<file path="src/rtl/morse_char_buffer.sv">
// Decodes completed Morse symbol groups to ASCII and queues them in a first-word-fall-through FIFO.
// Optional macro MORSE_PUNCT_EN adds the five-symbol punctuation marks / = + (.
module morse_char_buffer #(
    parameter int          DEPTH    = 16,
    parameter logic [7:0]  ERR_CHAR = 8'h3F,
    localparam int         ADDR_W   = $clog2(DEPTH)
) (
    input  logic              clk,
    input  logic              Reset,
    input  logic [9:0]        inbits,
    input  logic              spa_end,
    input  logic              sent,
    input  logic              Clear,
    input  logic              rd_en,
    output logic [7:0]        char_out,
    output logic              empty,
    output logic              full,
    output logic [ADDR_W:0]   count,
    output logic              bad_code,
    output logic              overflow
);

    typedef enum logic [1:0] {S_START, S_CHAR, S_SPACE} space_state_t;

    localparam logic [ADDR_W:0] FULL_CNT = DEPTH[ADDR_W:0];
    localparam logic [ADDR_W:0] ONE      = {{ADDR_W{1'b0}}, 1'b1};

    // Handshake: a rising edge on sent is one producer event (no back-pressure; a write that
    // finds the FIFO full is dropped and flagged); rd_en pops the head only while !empty.
    logic                 flush;
    logic                 sent_q;
    logic                 evt;
    logic                 s1_valid;
    logic                 s1_gap;
    logic                 s1_bad;
    logic [7:0]           s1_byte;
    space_state_t         state, state_n;
    logic                 wr_req;
    logic [7:0]           wr_byte;
    logic                 do_wr;
    logic                 do_rd;
    logic                 drop;
    logic [7:0]           mem [DEPTH];
    logic [ADDR_W-1:0]    wr_ptr;
    logic [ADDR_W-1:0]    rd_ptr;

    // Walks the symbols into a binary-tree index (dot = 0, dash = 1) rooted at 1,
    // so every symbol count and pattern lands on a unique index.
    function automatic logic [8:0] decode(input logic [9:0] bits);
        logic [5:0] idx;
        logic       seen_gap;
        logic       bad;
        logic       found;
        logic [7:0] ch;
        idx      = 6'd1;
        seen_gap = 1'b0;
        bad      = 1'b0;
        for (int k = 0; k < 5; k++) begin
            case (bits[2*k +: 2])
                2'b00:   seen_gap = 1'b1;
                2'b11:   bad = 1'b1;
                default: begin
                    if (seen_gap) bad = 1'b1;
                    idx = {idx[4:0], bits[2*k+1]};
                end
            endcase
        end
        found = 1'b1;
        ch    = ERR_CHAR;
        case (idx)
            6'd5:  ch = 8'h41; 6'd24: ch = 8'h42; 6'd26: ch = 8'h43; 6'd12: ch = 8'h44;
            6'd2:  ch = 8'h45; 6'd18: ch = 8'h46; 6'd14: ch = 8'h47; 6'd16: ch = 8'h48;
            6'd4:  ch = 8'h49; 6'd23: ch = 8'h4A; 6'd13: ch = 8'h4B; 6'd20: ch = 8'h4C;
            6'd7:  ch = 8'h4D; 6'd6:  ch = 8'h4E; 6'd15: ch = 8'h4F; 6'd22: ch = 8'h50;
            6'd29: ch = 8'h51; 6'd10: ch = 8'h52; 6'd8:  ch = 8'h53; 6'd3:  ch = 8'h54;
            6'd9:  ch = 8'h55; 6'd17: ch = 8'h56; 6'd11: ch = 8'h57; 6'd25: ch = 8'h58;
            6'd27: ch = 8'h59; 6'd28: ch = 8'h5A;
            6'd63: ch = 8'h30; 6'd47: ch = 8'h31; 6'd39: ch = 8'h32; 6'd35: ch = 8'h33;
            6'd33: ch = 8'h34; 6'd32: ch = 8'h35; 6'd48: ch = 8'h36; 6'd56: ch = 8'h37;
            6'd60: ch = 8'h38; 6'd62: ch = 8'h39;
`ifdef MORSE_PUNCT_EN
            6'd50: ch = 8'h2F; 6'd49: ch = 8'h3D; 6'd42: ch = 8'h2B; 6'd54: ch = 8'h28;
`endif
            default: found = 1'b0;
        endcase
        if (bad || !found) return {1'b1, ERR_CHAR};
        return {1'b0, ch};
    endfunction

    assign flush = Reset | Clear;
    assign evt   = sent & ~sent_q;

    // sent_q follows sent even through a flush so a held level is never re-counted.
    always_ff @(posedge clk) begin
        sent_q <= sent;
    end

    always_ff @(posedge clk) begin
        if (flush) begin
            s1_valid <= 1'b0;
            s1_gap   <= 1'b0;
            s1_bad   <= 1'b0;
            s1_byte  <= 8'h00;
        end else begin
            s1_valid <= evt;
            s1_gap   <= spa_end;
            {s1_bad, s1_byte} <= decode(inbits);
        end
    end

    always_ff @(posedge clk) begin
        if (flush) state <= S_START;
        else       state <= state_n;
    end

    always_comb begin
        state_n = state;
        wr_req  = 1'b0;
        wr_byte = s1_byte;
        if (s1_valid) begin
            if (s1_gap) begin
                if (state == S_CHAR) begin
                    wr_req  = 1'b1;
                    wr_byte = 8'h20;
                    state_n = S_SPACE;
                end
            end else begin
                wr_req  = 1'b1;
                state_n = S_CHAR;
            end
        end
    end

    assign empty    = (count == '0);
    assign full     = (count == FULL_CNT);
    assign do_rd    = rd_en & ~empty;
    assign do_wr    = wr_req & (~full | do_rd);
    assign drop     = wr_req & full & ~do_rd;
    assign bad_code = s1_valid & ~s1_gap & s1_bad;
    assign char_out = empty ? 8'h00 : mem[rd_ptr];

    always_ff @(posedge clk) begin
        if (!flush && do_wr) mem[wr_ptr] <= wr_byte;
    end

    always_ff @(posedge clk) begin
        if (flush) begin
            wr_ptr   <= '0;
            rd_ptr   <= '0;
            count    <= '0;
            overflow <= 1'b0;
        end else begin
            if (do_wr) wr_ptr <= wr_ptr + 1'b1;
            if (do_rd) rd_ptr <= rd_ptr + 1'b1;
            case ({do_wr, do_rd})
                2'b10:   count <= count + ONE;
                2'b01:   count <= count - ONE;
                default: count <= count;
            endcase
            if (drop) overflow <= 1'b1;
        end
    end

endmodule
</file>
<file path="config.mk">
export PLATFORM = sky130hd
export DESIGN_NAME = morse_char_buffer
export DESIGN_NICKNAME = d
export VERILOG_FILES = /design/src/rtl/morse_char_buffer.sv
export SDC_FILE = /design/constraint.sdc
export NUM_CORES = 1
export LEC_CHECK = 0
export CORE_UTILIZATION = 65
export CTS_BUF_LIST = sky130_fd_sc_hd__clkbuf_4 sky130_fd_sc_hd__clkbuf_8 sky130_fd_sc_hd__clkbuf_16
export CTS_CLUSTER_DIAMETER = 200
export DETAILED_ROUTE_END_ITERATION = 7
export PLACE_DENSITY = 0.85
export SLEW_MARGIN = 30
export SYNTH_ARGS = -nofsm -noshare
export SYNTH_HDL_FRONTEND = slang
export SYNTH_SLANG_ARGS = --single-unit
</file>
<file path="constraint.sdc">
create_clock -name clk -period 5.8 [get_ports clk]
set_clock_uncertainty 0.05 [all_clocks]
set_input_delay 0.58 -clock clk [delete_from_list [all_inputs] [get_ports clk]]
set_output_delay 0.58 -clock clk [all_outputs]
set_load 0.1 [all_outputs]
</file>
==> metrics.log, run 1 <==
INFO  metric cts.repair_timing.setup_buffer_count = 0
INFO  metric drcViolationCount = 0
INFO  metric power_frac_seq = 43.7%
INFO  metric grt_start_max_net_pins = 38
INFO  metric drt-pass1-iter-count = 5
INFO  metric layout.cell_area.non_filler = 8260 um^2
INFO  metric cts_hold_buffers = 0
INFO  metric result_of_the_run = completed
INFO  metric floorplan.core_area = 10,900 um^2
INFO  metric num_rows = 38
INFO  metric timing.final.ws_setup = 1.64 ns
INFO  metric synth_area_leader_cell = sky130_fd_sc_hd__edfxtp_1
INFO  metric horiz_die_dim = 108 um
INFO  metric wp_data_required = 5.17 ns
INFO  metric max_slew_margin = 34.0%
INFO  metric port_buffers = 31
INFO  metric cts.sinks = 143
INFO  metric synth_flop_cell = sky130_fd_sc_hd__edfxtp_1
INFO  metric grt_overflow = 0
INFO  metric antenna_violations_before_repair = 0
INFO  metric comb_power_share = 14.3%
INFO  metric worst_ep_arrival_time = 3.53 ns
INFO  metric cpMaxStageDelayCell = sky130_fd_sc_hd__clkdlybuf4s50_1
INFO  metric dpl_cell_area = 7660 um^2
INFO  metric clock_insertion_delay_at_the_later_pin_of_the_skew_report = 0.52 ns
INFO  metric cts_made_buffers = 17
INFO  metric final_setup_violation_count = 0
INFO  metric finalSetupTns = 0 ns
INFO  metric period_needed = 4.16 ns
INFO  metric ir_worst_vdd = 0.202 mV
INFO  metric power_switching_share = 24.5%
INFO  metric most_numerous_cell_on_the_critical_path = sky130_fd_sc_hd__mux4_2
INFO  metric hpwl_reported_at_the_end_of_detailed_placement = 10,500 um
INFO  metric post-synth-top-area-fraction = 45.9%
INFO  metric yosys.area_share.adder = 3.86%
INFO  metric cpLargestDelayFamily = multiplexers
INFO  metric final_common_cell = sky130_fd_sc_hd__edfxtp_1
INFO  metric syn-instance-count = 580
INFO  metric detail_route.iter0.violations = 542
INFO  metric end_kind = output port
INFO  metric cp_slowest_stage_delay = 1.00 ns
INFO  metric worst_r2r_startpoint = count[0]$_SDFFE_PP0P_
INFO  metric antenna-diode-count = 0
INFO  metric dp_worst_setup_slack = 0.985 ns
INFO  metric synth_seq_cells = 143
INFO  metric hold_viol_final = 0
INFO  metric h-tree-depth = 4
INFO  metric yosys_warnings = 0
INFO  metric critical_path_cell_by_cell = mux4_2, mux4_2, nor2b_1, clkdlybuf4s50_1
INFO  metric post_synth_mux_area_share = 11.1%
INFO  metric cap_viol_max_count = 0
INFO  metric synth-edff-count = 112
INFO  metric synth_top_family_by_area = simple AND/OR/NAND/NOR gates
INFO  metric cts_tree = done
INFO  metric top_level_ports = 33
INFO  metric synth_async_sr_flop_share = 0%
INFO  metric layout.cells.most_common_list = 112 x sky130_fd_sc_hd__edfxtp_1, 55 x sky130_fd_sc_hd__nor2_1, 35 x sky130_fd_sc_hd__mux4_2
INFO  metric antenna_violating_nets_post_route = 0
INFO  metric layout.cells.non_filler = 750
INFO  metric critical_path_class = reg -> out
INFO  metric vias = 4,968
INFO  metric synthesis.area_per_instance = 12.6 um^2
INFO  metric yosys.area_share.xor_xnor = 1.55%
INFO  metric ctsResizeCount = 0
INFO  metric initial_core_util = 67.3%
INFO  metric grt_pass1_vias = 4,720
INFO  metric worst_setup_hold_path_clk_slew = 0.06 ns
INFO  metric post_route_cells_drive_above_1_share = 15.2%
INFO  metric synth.cell_area = 7320 um^2
INFO  metric areaGrowthSynthToFinish = 12.8%
INFO  metric hold_path.class = reg -> reg
INFO  metric yosysUniqueCellTypes = 80
INFO  metric grt_first_pass_wirelength = 25,400 um
INFO  metric synth_top_cells_by_area = sky130_fd_sc_hd__edfxtp_1 46%, sky130_fd_sc_hd__mux4_2 11%, sky130_fd_sc_hd__dfxtp_1 8.5%
INFO  metric clock_tree.root_cell = sky130_fd_sc_hd__clkbuf_8
INFO  metric drv_slew = 0
INFO  metric fillerInstances = 634
INFO  metric netSwitchingPower = 0.000633 W
INFO  metric clock_power_share = 41.9%
INFO  metric total_instance_count_after_detailed_placement = 719
INFO  metric finalWirelength = 16,100 um
INFO  metric rsz0062_at_grt = false
INFO  metric mappedNetlistNets = 618
INFO  metric period_share = 71.8%
INFO  metric synth_compound_area_share = 12.0%
INFO  metric clock.fmax = 0.240 GHz
INFO  metric ctsLongestPathBuffers = 2
INFO  metric ys_seq_area_share = 54.4%
INFO  metric grtUsageTotal = 29.4%
INFO  metric power.density = 313 nW/um^2
INFO  metric hold_path.startpoint = sent_q$_DFF_P_
INFO  metric cp-start-kind = register
INFO  metric power_report.internal_total = 0.00196 W
INFO  metric path_buf_inv = 1
INFO  metric dieHeight = 108 um
INFO  metric route.detailed.wl_per_inst = 21.5 um
INFO  metric drt-vias-per-instance = 6.62
INFO  metric timing_worst_slew_pin_value = 0.987 ns
INFO  metric synthSimpleGateAreaFrac = 13.1%
INFO  metric leakagePower = 2.87 nW
INFO  metric crit_fanout = 28
INFO  metric final_nets = 636
INFO  metric dieArea = 11,700 um^2
INFO  metric place_congestion = 0.936
flip-flops by register name, indices dropped and copies added, names as in the netlist, named ones only:
signal / flops
count: 5
s1_byte: 7
wr_ptr: 4
s1_bad: 1
state: 2
mem: 112
sent_q: 1
s1_valid: 1
s1_gap: 1
overflow: 1
rd_ptr: 4
routing by layer:
metal,vias to the layer above,wire [um],GRT usage (%)
li1,2245,-,-
met1,2431,6390,37.5
met2,273,8350,50.4
met3,19,1120,6.33
met4,0,253,8.90
met5,-,0,0
path summary, 6_finish.rpt:
kind / to / slack (ns) / depth (start not counted)
worst max-delay path: char_out[4] / 1.64 / 4
worst min-delay path: s1_valid$_SDFF_PP0_ / 0.34 / 1
worst max register to register: count[4]$_SDFFE_PP0P_ / 2.38 / 10
worst min register to register: s1_valid$_SDFF_PP0_ / 0.34 / 1
layout make-up:
type	instances	area (um^2)	share of cell area, %
Clock buffer	18	422	5.10
Clock inverter	13	170	2.06
Inverter	27	101	1.23
Timing Repair Buffer	34	333	4.03
Multi-Input combinational cell	375	3070	37.2
Tap cell	140	175	2.12
Sequential cell	143	3990	48.3
power by group through the flow:
stage	Sequential (W)	Combinational, W	Clock [W]
2_1_floorplan	0.00115	0.000288	0
3_3_place_gp	0.00115	0.000351	0
3_5_place_dp	0.00115	0.000360	0
4_1_cts	0.00113	0.000362	0.00109
5_1_grt	0.00113	0.000405	0.00113
6_report	0.00113	0.000371	0.00109
logic make-up after synthesis:
kind of cell | Yosys count
AOI/OAI and AO/OA | 123
adders and majority gates | 22
xor gates and xnor gates | 13
DFF | 143
other | 1
buffers and inverters | 62
and+or+nand+nor | 179
muxes | 37
cells in the mapped netlist (9+ instances only):
library cell,number
sky130_fd_sc_hd__nand2b_1,9
sky130_fd_sc_hd__clkbuf_1,13
sky130_fd_sc_hd__nand2_1,24
sky130_fd_sc_hd__nor2b_1,19
sky130_fd_sc_hd__nor2_1,55
sky130_fd_sc_hd__dfxtp_1,31
sky130_fd_sc_hd__edfxtp_1,112
sky130_fd_sc_hd__ha_1,21
sky130_fd_sc_hd__inv_1,25
sky130_fd_sc_hd__nor3_1,9
sky130_fd_sc_hd__and2_1,14
sky130_fd_sc_hd__mux4_2,35
sky130_fd_sc_hd__a21oi_1,28
sky130_fd_sc_hd__o21ai_0,17
per-stage QoR:
step | total power [W] | hold WS (ns) | util (%)
after CTS | 0.00259 | 0.343 | 75.8
final | 0.00259 | 0.341 | 75.9
after global placement | 0.00150 | 0.330 | 70.2
after global routing | 0.00267 | 0.364 | 75.9
after detailed placement | 0.00151 | 0.333 | 70.4
after floorplan | 0.00144 | 0.323 | -
worst reg2reg max path, stage by stage, from the launching register on:
cell	delay [ns]
sky130_fd_sc_hd__dfxtp_1	0.35
sky130_fd_sc_hd__nor4_1	0.36
sky130_fd_sc_hd__nor2b_1	0.71
sky130_fd_sc_hd__nor2b_1	0.27
sky130_fd_sc_hd__ha_1	0.32
sky130_fd_sc_hd__ha_1	0.35
sky130_fd_sc_hd__a21o_1	0.21
sky130_fd_sc_hd__a21oi_1	0.18
sky130_fd_sc_hd__xnor2_1	0.09
sky130_fd_sc_hd__or3_1	0.30
sky130_fd_sc_hd__a21oi_1	0.15
(Power assumes the default switching activity.)
==> run 2: changes to the inputs <==
--- a/config.mk
+++ b/config.mk
@@ -5,11 +5,11 @@
 export SDC_FILE = /design/constraint.sdc
 export NUM_CORES = 1
 export LEC_CHECK = 0
-export CORE_UTILIZATION = 65
+export CORE_UTILIZATION = 55
 export CTS_BUF_LIST = sky130_fd_sc_hd__clkbuf_4 sky130_fd_sc_hd__clkbuf_8 sky130_fd_sc_hd__clkbuf_16
 export CTS_CLUSTER_DIAMETER = 200
 export DETAILED_ROUTE_END_ITERATION = 7
-export PLACE_DENSITY = 0.85
+export PLACE_DENSITY = 0.76
 export SLEW_MARGIN = 30
 export SYNTH_ARGS = -nofsm -noshare
 export SYNTH_HDL_FRONTEND = slang
==> constraint.sdc (replaced) <==
create_clock -name clk -period 3.5 [get_ports clk]
set_clock_uncertainty 0.05 [all_clocks]
set_input_delay 0.35 -clock clk [delete_from_list [all_inputs] [get_ports clk]]
set_output_delay 0.35 -clock clk [all_outputs]
set_load 0.1 [all_outputs]
==> metrics.log, run 2 (synthesis gave the netlist of run 1 again) <==
INFO  metric result_of_the_run = completed (unchanged)
INFO  metric horiz_die_dim = 117 um (was 108 um)
INFO  metric worst_ep_arrival_time = 3.68 ns (was 3.53 ns)
INFO  metric worst_setup_hold_path_clk_slew = 0.06 ns (about the same)
INFO  metric grtUsageTotal = 27.8% (was 29.4%)
INFO  metric route.detailed.wl_per_inst = 20.5 um (was 21.5 um)
INFO  metric largest_registers = mem: 112 flops, s1_byte: 7 flops, count: 5 flops (unchanged)
INFO  metric cp-start-kind = input port (was register)
INFO  metric final_nets = 734 (was 636)
INFO  metric layout.cell_area.non_filler = 9150 um^2 (was 8260 um^2)
INFO  metric grt_start_max_net_pins = 29 (was 38)
INFO  metric critical_path_class = in -> reg (was reg -> out)
INFO  metric num_rows = 41 (was 38)
INFO  metric cts.sinks = 143 (unchanged)
INFO  metric cts_tree = done (unchanged)
INFO  metric floorplan.core_area = 12,800 um^2 (was 10,900 um^2)
INFO  metric h-tree-depth = 4 (unchanged)
INFO  metric clock.fmax = 0.296 GHz
INFO  metric hpwl_reported_at_the_end_of_detailed_placement = 12,300 um (was 10,500 um)
INFO  metric clock_insertion_delay_at_the_later_pin_of_the_skew_report = 0.41 ns (was 0.52 ns)
INFO  metric grt_first_pass_wirelength = 28,900 um (was 25,400 um)
INFO  metric clock_tree.root_cell = sky130_fd_sc_hd__clkbuf_16 (was sky130_fd_sc_hd__clkbuf_8)
INFO  metric cts_hold_buffers = 0 (unchanged)
INFO  metric drv_slew = 0 (unchanged)
INFO  metric post_route_cells_drive_above_1_share = 31.9% (was 15.2%)
INFO  metric place_congestion = 0.894 (was 0.936)
INFO  metric antenna_violations_before_repair = 0 (unchanged)
INFO  metric initial_core_util = 57.1% (was 67.3%)
INFO  metric period_share = 96.6%
INFO  metric timing_worst_slew_pin_value = 0.987 ns (about the same)
INFO  metric layout.cells.most_common_list = 112 x sky130_fd_sc_hd__edfxtp_1, 109 x sky130_fd_sc_hd__buf_4, 52 x sky130_fd_sc_hd__nor2_1 (was 112 x sky130_fd_sc_hd__edfxtp_1, 55 x sky130_fd_sc_hd__nor2_1, 35 x sky130_fd_sc_hd__mux4_2)
INFO  metric drt-pass1-iter-count = 6 (was 5)
INFO  metric drcViolationCount = 0 (unchanged)
INFO  metric detail_route.iter0.violations = 441 (was 542)
INFO  metric areaGrowthSynthToFinish = 25.0% (was 12.8%)
INFO  metric dieArea = 13,800 um^2 (was 11,700 um^2)
INFO  metric wp_data_required = 3.80 ns (was 5.17 ns)
INFO  metric drt-vias-per-instance = 5.95 (was 6.62)
INFO  metric cap_viol_max_count = 0 (unchanged)
INFO  metric leakagePower = 3.39 nW (was 2.87 nW)
INFO  metric final_setup_violation_count = 0 (unchanged)
INFO  metric period_needed = 3.38 ns
INFO  metric final_common_cell = sky130_fd_sc_hd__edfxtp_1 (unchanged)
INFO  metric grt_pass1_vias = 5,332 (was 4,720)
INFO  metric registers.top_by_ff_count = mem (unchanged)
INFO  metric cts_made_buffers = 17 (unchanged)
INFO  metric ir_worst_vdd = 0.437 mV (was 0.202 mV)
INFO  metric end_kind = register (was output port)
INFO  metric crit_fanout = 9 (was 28)
INFO  metric dpl_cell_area = 8420 um^2 (was 7660 um^2)
INFO  metric hold_viol_final = 0 (unchanged)
INFO  metric antenna-diode-count = 0 (unchanged)
INFO  metric port_buffers = 31 (unchanged)
INFO  metric power.density = 500 nW/um^2 (was 313 nW/um^2)
INFO  metric dieHeight = 117 um (was 108 um)
INFO  metric hold_path.class = reg -> reg (unchanged)
INFO  metric top_level_ports = 33 (unchanged)
INFO  metric ctsLongestPathBuffers = 2 (unchanged)
INFO  metric grt_overflow = 0 (unchanged)
INFO  metric antenna_violating_nets_post_route = 0 (unchanged)
INFO  metric vias = 5,238 (was 4,968)
INFO  metric post-layout-total-power = 0.00458 W (was 0.00259 W)
INFO  metric finalWirelength = 18,100 um (was 16,100 um)
INFO  metric largest_register_ff_count = 112 (unchanged)
INFO  metric fillerInstances = 881 (was 634)
INFO  metric max_slew_margin = 34.0% (about the same)
[run 2: path summary, 6_finish.rpt]
check             slack, ns                  start                    end  depth (start not counted)
setup reg to reg       0.49  count[0]$_SDFFE_PP0P_  count[4]$_SDFFE_PP0P_                         14
setup / recovery       0.12              inbits[4]  s1_byte[1]$_SDFF_PP0_                         12
hold / removal         0.35         sent_q$_DFF_P_    s1_valid$_SDFF_PP0_                          1
hold reg to reg        0.35         sent_q$_DFF_P_    s1_valid$_SDFF_PP0_                          1
[run 2: where the power goes]
part | switching [W] | internal [W] | total (W)
Sequential | 0.00000367 | 0.00187 | 0.00188
Combinational | 0.000463 | 0.000388 | 0.000851
Clock | 0.000668 | 0.00118 | 0.00185
[run 2: area by class of cell]
| cell class | count | area (um^2) | share of cell area (%) |
|---|---|---|---|
| Clock buffer | 27 | 601 | 6.56 |
| Inverter | 27 | 101 | 1.11 |
| Tap cell | 172 | 215 | 2.35 |
| Clock inverter | 5 | 35.0 | 0.383 |
| Multi-Input combinational cell | 375 | 3140 | 34.3 |
| Timing Repair Buffer | 132 | 1070 | 11.7 |
| Sequential cell | 143 | 3990 | 43.6 |
[run 2: what timing repair did]
| action | CTS | global route |
|---|---|---|
| gates resized for setup | 0 | 18 |
| buffers inserted | 0 | 2 |
| setup endpoints to repair | 0 | 7 |
| hold endpoints to repair | 0 | 0 |
[run 2: through the flow]
stage          utilization [%]  TNS [ns]  worst slack, ns  cells  hold WS [ns]
6_report                  71.4         0            0.119    881         0.354
5_1_grt                   71.4   -0.0238         -0.00933    881         0.351
4_1_cts                   70.6         0          0.00620    879         0.345
3_5_place_dp              65.7     -2.77           -0.414    847         0.341
3_3_place_gp              65.7     -2.19           -0.320    847         0.329
2_1_floorplan                -   -0.0710          -0.0710    580         0.323
[run 2: worst max-delay path, cell delays in order]
cell	delay [ns]
sky130_fd_sc_hd__clkdlybuf4s50_1	0.49
sky130_fd_sc_hd__inv_1	0.08
sky130_fd_sc_hd__ha_4	0.26
sky130_fd_sc_hd__buf_4	0.16
sky130_fd_sc_hd__or2_2	0.33
sky130_fd_sc_hd__o311a_1	0.33
sky130_fd_sc_hd__a211oi_4	0.37
sky130_fd_sc_hd__a21o_1	0.19
sky130_fd_sc_hd__a211oi_1	0.12
sky130_fd_sc_hd__or4_4	0.53
sky130_fd_sc_hd__o31a_4	0.33
sky130_fd_sc_hd__a21oi_2	0.13
[run 2: layer usage]
| layer | wire, um | track usage, % | vias up | part of all wire (%) |
|---|---|---|---|---|
| li1 | - | - | 2445 | - |
| met1 | 7670 | 34.8 | 2628 | 42 |
| met2 | 9470 | 49.0 | 139 | 52 |
| met3 | 623 | 4.82 | 26 | 3.4 |
| met4 | 312 | 8.20 | 0 | 1.7 |
| met5 | 0 | 0 | - | 0 |
